### src/rtl/fft_bitrev_reorder.sv
// fft_bitrev_reorder: ping-pong output reorder buffer for the radix-2^2 SDF FFT.
// Samples arrive in bit-reversed order and leave as an N-cycle natural-order burst.
// Optional macro REORDER_ERR_EN adds the o_err port and the resync detector.
module fft_bitrev_reorder #(
  parameter int WIDTH = 16,
  parameter int N     = 64,
  parameter int LOG2N = 6
) (
  input  logic             i_clk,
  input  logic             i_rstn,
  input  logic             i_valid,
  input  logic             i_sof,
  input  logic [WIDTH-1:0] i_rX,
  input  logic [WIDTH-1:0] i_iX,
  output logic             o_valid,
  output logic             o_sof,
  output logic [WIDTH-1:0] o_rZ,
  output logic [WIDTH-1:0] o_iZ
`ifdef REORDER_ERR_EN
  ,
  output logic             o_err
`endif
);

  typedef enum logic {IDLE, READ} state_t;

  localparam logic [LOG2N-1:0] LAST = LOG2N'(N - 1);

  function automatic logic [LOG2N-1:0] bitrev(input logic [LOG2N-1:0] a);
    logic [LOG2N-1:0] r;
    r = '0;
    for (int unsigned b = 0; b < LOG2N; b++) r[b] = a[LOG2N-1-b];
    return r;
  endfunction

  // Both banks live in one array; the MSB of the address selects the bank.
  logic [2*WIDTH-1:0] mem [2*N];

  logic [LOG2N-1:0] wcnt;
  logic [LOG2N-1:0] wk;
  logic             wbank;
  logic             wrLast;
  logic [1:0]       full;

  state_t           state, nextState;
  logic [LOG2N-1:0] rcnt, nextRcnt;
  logic             rbank, nextRbank;
  logic             rdLast;

  // Effective write index: i_sof forces index 0 and restarts the frame.
  always_comb begin
    wk     = i_sof ? '0 : wcnt;
    wrLast = i_valid && (wk == LAST);
  end

  // Write counter and write-bank select.
  always_ff @(posedge i_clk or negedge i_rstn) begin
    if (!i_rstn) begin
      wcnt  <= '0;
      wbank <= 1'b0;
    end else if (i_valid) begin
      if (wk == LAST) begin
        wcnt  <= '0;
        wbank <= ~wbank;
      end else begin
        wcnt  <= wk + 1'b1;
      end
    end
  end

  // Sample storage at the bit-reversed address; contents are not reset.
  always_ff @(posedge i_clk) begin
    if (i_valid) mem[{wbank, bitrev(wk)}] <= {i_rX, i_iX};
  end

  // Bank-full flags: set by the writer on the last sample, cleared by the reader.
  always_ff @(posedge i_clk or negedge i_rstn) begin
    if (!i_rstn) begin
      full <= '0;
    end else begin
      if (rdLast) full[rbank] <= 1'b0;
      if (wrLast) full[wbank] <= 1'b1;
    end
  end

  // Read FSM state register.
  always_ff @(posedge i_clk or negedge i_rstn) begin
    if (!i_rstn) begin
      state <= IDLE;
      rcnt  <= '0;
      rbank <= 1'b0;
    end else begin
      state <= nextState;
      rcnt  <= nextRcnt;
      rbank <= nextRbank;
    end
  end

  // Read FSM next state: stay in READ across banks when the other bank is ready.
  always_comb begin
    nextState = state;
    nextRcnt  = rcnt;
    nextRbank = rbank;
    rdLast    = 1'b0;
    case (state)
      IDLE: begin
        if (full[rbank]) begin
          nextState = READ;
          nextRcnt  = '0;
        end
      end
      READ: begin
        nextRcnt = rcnt + 1'b1;
        if (rcnt == LAST) begin
          rdLast    = 1'b1;
          nextRbank = ~rbank;
          nextRcnt  = '0;
          if (!full[~rbank]) nextState = IDLE;
        end
      end
      default: nextState = IDLE;
    endcase
  end

  // Registered read data; data outputs hold while not reading.
  always_ff @(posedge i_clk or negedge i_rstn) begin
    if (!i_rstn) begin
      o_valid <= 1'b0;
      o_sof   <= 1'b0;
      o_rZ    <= '0;
      o_iZ    <= '0;
    end else begin
      o_valid <= (state == READ);
      o_sof   <= (state == READ) && (rcnt == '0);
      if (state == READ) {o_rZ, o_iZ} <= mem[{rbank, rcnt}];
    end
  end

`ifdef REORDER_ERR_EN
  // One-cycle pulse when i_sof arrives in the middle of a frame.
  always_ff @(posedge i_clk or negedge i_rstn) begin
    if (!i_rstn) o_err <= 1'b0;
    else         o_err <= i_valid && i_sof && (wcnt != '0);
  end
`endif

endmodule

### config.mk
export PLATFORM = sky130hd
export DESIGN_NAME = fft_bitrev_reorder
export DESIGN_NICKNAME = d
export VERILOG_FILES = /design/src/rtl/fft_bitrev_reorder.sv
export SDC_FILE = /design/constraint.sdc
export NUM_CORES = 2
export LEC_CHECK = 0
export ABC_AREA = 0
export CAP_MARGIN = 20
export CORE_MARGIN = 3
export CORE_UTILIZATION = 35
export DETAILED_ROUTE_END_ITERATION = 16
export SYNTH_ARGS = -nofsm -noshare
export SYNTH_HDL_FRONTEND = slang
export SYNTH_SLANG_ARGS = --single-unit
### constraint.sdc
create_clock -name i_clk -period 4.2 [get_ports i_clk]
set_clock_uncertainty 0.15 [all_clocks]
set_input_delay 0.63 -clock i_clk [delete_from_list [all_inputs] [get_ports i_clk]]
set_output_delay 0.63 -clock i_clk [all_outputs]
set_load 0.005 [all_outputs]
==> out/metrics.yaml <==
setup_path:
  timing.rr.start: "rcnt[0]"
  cp.arrival_ps: 4800
  required_ps: 4900
  r2r_setup_slack_ps: 100
  path_max_fanout: 24
  critPathLaunch: "rcnt[0]"
  worstPathCellList: "buf_12, buf_4, buf_4, mux4_2, a22oi_1, nand3_1, a22o_1, a31o_1"
  end_kind: "flip-flop"
  crit_top_cell: "buf_4"
  start_kind: "flip-flop"
  slowest_stage: "dfrtp_4"
  crit_type: "flip-flop to flip-flop"
  max_stage_delay_ps: 810
synth:
  netlist_area_sq_um: 159000
  synth.area.top_cells: "edfxtp_1 77%, mux4_2 13%, mux2i_1 2.7%"
  yosys-top-cells-count: "4,096 x edfxtp_1, 895 x mux4_2, 423 x mux2i_1"
  post_synth.cell_area_avg_sq_um: 22.2
  yosysMostFrequentCell: "edfxtp_1"
  synth_ff_type: "edfxtp_1"
  synth_top_area_share_pct: 77.5
  synth_seq_cells: 4147
  syn_nets: 7185
  synth_enable_flop_cells: 4096
  ys_types: 68
  seq_area_frac_synth_pct: 78.3
  yosysWarnings: 0
  synthCells: 7146
  async_flop_share_pct: 1.23
  synth_top_area_cell: "edfxtp_1"
die:
  initial_core_util_pct: 35.3
  die_area_sq_um: 462000
  die_h_microns: 679
  rows: 246
  io-pin-count: 70
  die_x_microns: 679
  core_sq_um: 450000
power_and_ir_drop:
  p_leak_nw: 56.6
  powerDensity_nw_per_um2: 450
  pwr-share-comb_pct: 1.6
  pwr-share-seq_pct: 54.6
  clkPwrFrac_pct: 43.9
  p_total_mw: 83.6
  swShare_pct: 20.2
  switchingPower_mw: 16.9
  ir_drop_uv: 391
  p_int_mw: 66.7
timing:
  hold_violations: 0
  max_slew_margin_pct: 12.6
  hold_ws_ps: 49.9
  fmax_ghz: 0.244
  fin_ws_ps: 102
  finalSetupViolations: 0
  worst_pin_slew_ps: 1310
  rsz0062_at_grt: "no"
  period_needed_ps: 4100
  finalMaxSlewViolations: 0
  fin_crit_sh_pct: 97.6
clocking:
  cts_buffers: 409
  cts.clk_slew.worst_paths_ps: 70
  cts_buffer_depth: 4
  cts_root_buf: "clkbuf_16"
  cts_sinks: 4147
  clock_latency_ps: 970
  htreeDepth: 5
  cts_tree: "yes"
drt:
  via_count: 81800
  ant_nets: 0
  wirelength_microns: 492000
  drc: 0
  drtPass1Iterations: 6
  via_per_inst: 5.78
  drt-initial-drc-count: 12900
  routedWlPerCell_microns: 34.7
global_routing:
  grt_first_pass_wirelength_microns: 674000
  overflow: 0
  first_global_vias: 80100
  grtUsageTotal_pct: 20.9
  antenna_found_initial: 46
  grt_start_max_net_pins: 129
place:
  post-place-ws_ps: -14.7
  gp_congestion: 0.926
  placed_cells: 13400
  dp_hpwl_microns: 304000
  io_buffers: 69
worst_hold_path:
  hold_class: "primary input to flip-flop"
  hold_start: "i_iX[12]"
job:
  max-cap-violations: 0
outcome:
  status: "finished clean"
finish:
  nNetsFinal: 7893
  fill_cells: 38600
  final_cell_count_no_fill: 14200
  utilization_pct: 41.3
  regArea_sq_um: 124000
  drive_gt1_share_pct: 28.3
  area_growth_pct: 17.0
  multi_input_area_sq_um: 33200
## metrics by stage
| step | instance area (sq um) | setup TNS, ps |
|---|---|---|
| after floorplan | 159000 | 0 |
| after global placement | 172000 | -497 |
| after detailed placement | 172000 | -14.7 |
| after CTS | 186000 | 0 |
| after global routing | 186000 | 0 |
| final | 186000 | 0 |
## power by group through the flow
stage | registers [mW] | logic (mW) | clock network (mW)
detailed placement | 46.5 | 1.32 | 0
global route | 45.6 | 1.38 | 38.8
global placement | 46.5 | 1.25 | 0
finish | 45.6 | 1.32 | 36.7
floorplan | 46.5 | 0.189 | 0
CTS | 45.6 | 1.32 | 37.1
## flip-flops by register name, indices dropped and copies added (netlist names)
signal   cells
o_sof        1
rbank        1
full         2
mem       4096
rcnt         6
o_iZ        16
wcnt         6
state        1
o_rZ        16
wbank        1
o_valid      1
## cell families after synthesis
logic type      after synthesis  share of synthesized area (%)
compound gates              730                           3.28
xor+xnor                      2                         0.0110
fa+ha+maj                     3                         0.0236
buf+inv                     423                           1.51
flops                      4147                           78.3
mux                        1337                           15.5
simple gates                504                           1.40
## cells in the final DEF (no fill, tap or decap), drive strengths merged, types with 24 or more instances in the layout
cell type,Yosys,layout
mux2i,423,423
o221ai,30,30
a32oi,36,36
nand2b,29,29
a22o,28,28
edfxtp,4096,4096
mux4,895,895
nand2,172,172
nor2,181,181
clkdlybuf4s50,0,36
dfrtp,51,51
a221oi,56,56
clkinv,1,195
clkbuf,143,490
bufinv,0,46
o22ai,63,63
o31ai,31,31
a211oi,55,55
inv,14,24
a31oi,27,27
a22oi,179,179
o21ai,99,99
a21oi,64,64
buf,265,665
nand3,50,50
## worst paths after layout
check	end	cells after the start
worst max-delay path	o_rZ[4]	8
worst min-delay path	mem[25][12]	1
worst max register to register	o_rZ[4]	8
worst min register to register	full[1]	2
max in group asynchronous	o_iZ[14]	3
min in group asynchronous	o_valid	2
## layout make-up
class                      count  area share, %
sequential                  4147           66.9
multi-input combinational   2576           17.8
clock buffer                 490           5.71
tap                         5952           4.01
timing repair buffer         705           4.00
clock inverter               263           1.47
inverter                      15         0.0370
antenna                       19         0.0256
## worst max-delay path, delay by kind of cell, from the launching register on
| kind | cells | cell delay, ps |
|---|---|---|
| DFF | 1 | 810 |
| buffers and inverters | 3 | 840 |
| and+or+nand+nor | 1 | 450 |
| muxes | 1 | 520 |
| AOI/OAI and AO/OA | 3 | 1110 |
## metal layers
layer	GRT usage [%]	up-vias	routed length (microns)
met3	4.68	935	52300
met2	32.3	4808	226000
met5	0	-	90
li1	-	31900	-
met1	28.0	44200	184000
met4	10.5	14	29100
## what timing repair did
item                                    in CTS  in global routing
hold buffers                                 3                  1
endpoints found under the setup margin       1                  0
resized for setup                            1                  0
setup buffers                                0                  0
endpoints found under the hold margin       57                 24
No activity file was read; power rests on OpenSTA's default activity.
